[src/rtl/serial_add.sv]
// ---------------------------------------------------------------------------
// serial_add
//   Multi-cycle adder: s = a + b + cin, computed CHUNK bits per clock,
//   least-significant chunk first, over N = WIDTH/CHUNK compute cycles.
//   Reports the unsigned carry-out and the signed two's-complement overflow,
//   with a start/busy/done handshake.
//
// Parameters
//   WIDTH  operand/result width in bits
//   CHUNK  bits added per cycle (1, 2, 4, 8, 16 or 32; must divide WIDTH)
//
// Ports
//   clk    in   rising-edge clock
//   reset  in   synchronous, active-high reset
//   start  in   request, sampled only while not busy
//   a, b   in   signed operands, captured on the accepted start edge
//   cin    in   carry-in, captured on the accepted start edge
//   busy   out  high while the add is in progress
//   done   out  one-cycle pulse; results valid from this cycle on
//   s      out  registered signed sum
//   cout   out  registered carry out of bit WIDTH-1
//   ovf    out  registered signed overflow
// ---------------------------------------------------------------------------
module serial_add #(
    parameter int WIDTH = 32,
    parameter int CHUNK = 4
) (
    input  logic                    clk,
    input  logic                    reset,
    input  logic                    start,
    input  logic signed [WIDTH-1:0] a,
    input  logic signed [WIDTH-1:0] b,
    input  logic                    cin,
    output logic                    busy,
    output logic                    done,
    output logic signed [WIDTH-1:0] s,
    output logic                    cout,
    output logic                    ovf
);

    localparam int N     = WIDTH / CHUNK;
    localparam int CNT_W = (N > 1) ? $clog2(N) : 1;

    typedef enum logic [1:0] {
        IDLE = 2'd0,
        RUN  = 2'd1,
        DONE = 2'd2
    } state_t;

    state_t                    r_state;
    logic [WIDTH-1:0]          r_a;
    logic [WIDTH-1:0]          r_b;
    logic                      r_c;
    logic [CNT_W-1:0]          r_cnt;
    logic [WIDTH-1:0]          r_res;
    logic                      r_busy;
    logic                      r_done;
    logic signed [WIDTH-1:0]   r_s;
    logic                      r_cout;
    logic                      r_ovf;

    logic [CHUNK:0]            w_sum;
    logic                      w_c_msb;
    logic [WIDTH-1:0]          w_res_next;
    logic                      w_last;

    // Chunk adder: low CHUNK bits of both operand registers plus the carry.
    assign w_sum = {1'b0, r_a[CHUNK-1:0]} + {1'b0, r_b[CHUNK-1:0]}
                 + {{CHUNK{1'b0}}, r_c};

    // Carry into the top bit of this chunk, recovered from the sum bit and
    // its two addend bits. Only meaningful on the last chunk, where that top
    // bit is bit WIDTH-1 of the full word.
    assign w_c_msb = w_sum[CHUNK-1] ^ r_a[CHUNK-1] ^ r_b[CHUNK-1];

    // New partial sum enters the result register from the top; after N
    // chunks the first chunk has reached bit 0. Written with shifts so the
    // CHUNK == WIDTH case needs no zero-width slice.
    assign w_res_next = (r_res >> CHUNK)
                      | (WIDTH'(w_sum[CHUNK-1:0]) << (WIDTH - CHUNK));

    assign w_last = (r_cnt == CNT_W'(N - 1));

    always_ff @(posedge clk) begin
        if (reset) begin
            r_state <= IDLE;
            r_a     <= '0;
            r_b     <= '0;
            r_c     <= 1'b0;
            r_cnt   <= '0;
            r_res   <= '0;
            r_busy  <= 1'b0;
            r_done  <= 1'b0;
            r_s     <= '0;
            r_cout  <= 1'b0;
            r_ovf   <= 1'b0;
        end else begin
            case (r_state)
                IDLE: begin
                    r_done <= 1'b0;
                    if (start) begin
                        r_a     <= a;
                        r_b     <= b;
                        r_c     <= cin;
                        r_cnt   <= '0;
                        r_busy  <= 1'b1;
                        r_state <= RUN;
                    end
                end

                RUN: begin
                    r_res <= w_res_next;
                    r_a   <= r_a >> CHUNK;
                    r_b   <= r_b >> CHUNK;
                    r_c   <= w_sum[CHUNK];
                    r_cnt <= r_cnt + CNT_W'(1);
                    if (w_last) begin
                        r_s     <= w_res_next;
                        r_cout  <= w_sum[CHUNK];
                        r_ovf   <= w_c_msb ^ w_sum[CHUNK];
                        r_busy  <= 1'b0;
                        r_done  <= 1'b1;
                        r_state <= DONE;
                    end
                end

                DONE: begin
                    // A start seen during the done cycle begins the next add
                    // immediately, with no idle cycle in between.
                    r_done <= 1'b0;
                    if (start) begin
                        r_a     <= a;
                        r_b     <= b;
                        r_c     <= cin;
                        r_cnt   <= '0;
                        r_busy  <= 1'b1;
                        r_state <= RUN;
                    end else begin
                        r_state <= IDLE;
                    end
                end

                default: begin
                    r_busy  <= 1'b0;
                    r_done  <= 1'b0;
                    r_state <= IDLE;
                end
            endcase
        end
    end

    assign busy = r_busy;
    assign done = r_done;
    assign s    = r_s;
    assign cout = r_cout;
    assign ovf  = r_ovf;

endmodule

[config.mk]
export PLATFORM = sky130hd
export DESIGN_NAME = serial_add
export DESIGN_NICKNAME = d
export VERILOG_FILES = /design/src/rtl/serial_add.sv
export SDC_FILE = /design/constraint.sdc
export NUM_CORES = 1
export LEC_CHECK = 0
export CORE_UTILIZATION = 40
export CTS_CLUSTER_DIAMETER = 30
export DETAILED_ROUTE_END_ITERATION = 12
export DONT_BUFFER_PORTS = 1
export GPL_TIMING_DRIVEN = 0
export PLACE_DENSITY = 0.63
export SLEW_MARGIN = 15
export SYNTH_ARGS = -nofsm -noshare
export SYNTH_HDL_FRONTEND = slang
export SYNTH_SLANG_ARGS = --single-unit
[constraint.sdc]
create_clock -name clk -period 2.1 [get_ports clk]
set_input_delay 0.525 -clock clk [delete_from_list [all_inputs] [get_ports clk]]
set_output_delay 0.525 -clock clk [all_outputs]
set_load 0.02 [all_outputs]
==> summary.txt <==
Clocking
  – Clock Tree Buf Depth: 2
  – Worst-skew pair later-pin latency: around 0.43 ns
  – Post-CTS Setup Bufs: 0
  – Root Driver: clkbuf_16
  – CTS H-tree lvls: 4
  – # resized after CTS: 0
  – Num Clock Sinks: roughly 130
  – CTS tree: yes
  – CTS clock-pin slew for the worst setup and hold paths: about 0.060 ns
  – Post-CTS Hold Fix Bufs: 0
  – TritonCTS buffer count: 17

STA
  – Slew Limit Fails: 0
  – Slew Limit Headroom: 0.508
  – Worst clock skew: roughly 0.012 ns
  – Crit share post-route: 0.930
  – # setup viols final: 0
  – FMAX: 512 MHz
  – Final critical-path required period: around 2.0 ns
  – Fin Setup TNS: 0 ns
  – Slew @ Worst Pin: around 0.74 ns
  – Final WS setup: ~0.15 ns
  – Unrepaired setup endpoints after global routing: no
  – Fin. Hold Viols: 0

Logic synthesis
  – Asr flop ratio synth: 0
  – Post-synth top area share: 0.482
  – Count leader, synth: dfxtp_1
  – Top FF cell, synth: dfxtp_1
  – Most frequent cells after synthesis: dfxtp_1 (134), nand2_1 (117), nor2_1 (81)
  – Number of flops mapped to enable cells by yosys: 0
  – Syn Inst Count: 598
  – Synth Register Bits: ~130
  – Synth Area per Inst: 9.31 um^2
  – Part of the Yosys area used for sequential elements: 0.482
  – Synth cell types: 25
  – Synth Warn #: 0
  – Main area contributors after synthesis: dfxtp_1 (48%), a211oi_2 (11%), mux2i_1 (10%)
  – Syn nets: between 600 and 700
  – Synth Cell Area: 5570 um^2
  – Cell taking the most area after synthesis: dfxtp_1

Routing
  – Initial DRT Pass Iterations: 4
  – Drt via density: slightly above 5
  – DRC violations left: 0
  – DR vias: between 4000 and 5000
  – Initial drt markers: ~200
  – Routed WL: 13.0 mm
  – Drt wl/cell: roughly 16 um
  – Antenna violation net count after detailed routing: 0

Floorplanning
  – Core ar.: approximately 13000 um^2
  – Ports: about 100
  – Initial Utilization: 0.416
  – Cell Rows: between 40 and 50
  – Full die area: ~14000 um^2
  – Width of the die: 120 um
  – Die Y: about 120 um

GRT
  – Global Route Usage Sum: 0.191
  – Number of global-route vias before repair: between 4000 and 5000
  – First-pass GRT wire length: approximately 21 mm
  – Antenna violations before repair: 1
  – Grt ovf: 0
  – Largest net degree at the start of global routing: 17

Critical path
  – Crit path required time: around 2.4 ns
  – Critical path class: reg2reg
  – Largest fanout on the critical path: 3
  – Crit path DAT: 2.28 ns
  – CP Capture Type: flip-flop
  – Startpoint types: flip-flop

Job
  – Max Cap Violations: 0

Outcome
  – Status: complete, no violations

Place
  – Hpwl dp: slightly below 10 mm
  – Setup WS pre-CTS: roughly 0.1 ns
  – Port Buffers: 0
  – Placer Congestion: 0.778

Pwr
  – IR drop worst, VDD: 0.000577 V
  – Leak: approximately 2.3 nW
  – Pwr Density: around 990 nW/um^2

Finish
  – Fraction of final layout cells sized beyond drive strength 1: 0.161
  – Fill cells: 1312
  – Final nets: 692
  – Syn-to-layout area delta: 13.9%

Hold path
  – Worst min path class: in2reg
-- final cells by class --
| cell class | count | area (um^2) | area share |
|---|---|---|---|
| multi-input cells | 410 | 2620 | 0.412 |
| flip-flops and latches | 134 | 2680 | 0.423 |
| diodes | 1 | 2.50 | 0.000395 |
| well taps | 176 | 220 | 0.0347 |
| inverters | 3 | 11.3 | 0.00178 |
| plain buffers | 51 | 262 | 0.0412 |
| clock buffers | 19 | 443 | 0.0698 |
| clock inverters | 12 | 106 | 0.0168 |
-- final timing paths --
| path | slack, ns | cells after the start | to | startpoint |
|---|---|---|---|---|
| worst min-delay path | 0.27 | 2 | r_a[30]$_SDFFE_PP0P_ | a[30] |
| worst min register to register | 0.46 | 2 | s[2]$_SDFFE_PP0P_ | r_res[6]$_SDFFE_PP0P_ |
| worst max register to register | 0.15 | 8 | ovf$_SDFFE_PP0P_ | r_c$_SDFFE_PP0P_ |
| worst max-delay path | 0.15 | 8 | ovf$_SDFFE_PP0P_ | r_c$_SDFFE_PP0P_ |
-- flip-flops by register name (all words and copies together), names as in the netlist --
signal,cells
r_b,32
r_c,1
busy,1
ovf,1
s,32
r_state,2
r_a,32
done,1
r_cnt,3
cout,1
r_res,28
-- power by group --
part	switching (mW)	internal [mW]
logic	0.449	0.309
clock network	1.12	1.65
registers	0.0902	2.69
total	1.66	4.65
-- through the flow --
stage               hold slack [ns]  total power, mW  cell area, um^2   util  instances
finish                        0.269             6.31             6340  0.473        806
global route                  0.272             6.56             6340  0.473        806
floorplan                     0.432             3.43             5570      -        598
detailed placement            0.449             3.60             5790  0.432        774
global placement              0.446             3.56             5790  0.432        774
CTS                           0.250             6.36             6340  0.473        805
-- layout by cell type (no fill, tap or decap), types with 14 or more instances in the layout --
cell / count
dfxtp_1: 134
nand2_1: 117
nor2_1: 81
a21oi_1: 62
mux2i_1: 56
a211oi_2: 50
clkbuf_1: 26
clkbuf_16: 17
buf_2: 14
-- worst max-delay path, stage by stage (launching register included) --
cell and delay (ns):
dfxtp_1 0.39, fa_1 0.21, inv_1 0.06, fa_1 0.39, nand2b_1 0.16, o2bb2ai_1 0.18, xnor2_1 0.16, xnor2_1 0.14
a21o_1 0.16
-- cell families after synthesis --
family,Yosys count,synth area share
AND/OR/NAND/NOR,206,0.142
adder cells (fa/ha/maj),7,0.0184
buffers and inverters,54,0.0490
flip-flops,134,0.482
XOR/XNOR,5,0.00786
AO/OA/AOI/OAI,136,0.200
multiplexers,56,0.101
-- metal layers --
layer  routed length [um]  vias to the layer above  GRT usage  part of all wire
met5                    0                        -          0                 0
met4                  240                        0     0.0734             0.018
met3                 1080                       22     0.0879             0.083
met2                 6370                       98      0.322              0.49
met1                 5330                     1954      0.206              0.41
li1                     -                     2082          -                 -
No activity file was read; power rests on OpenSTA's default activity.
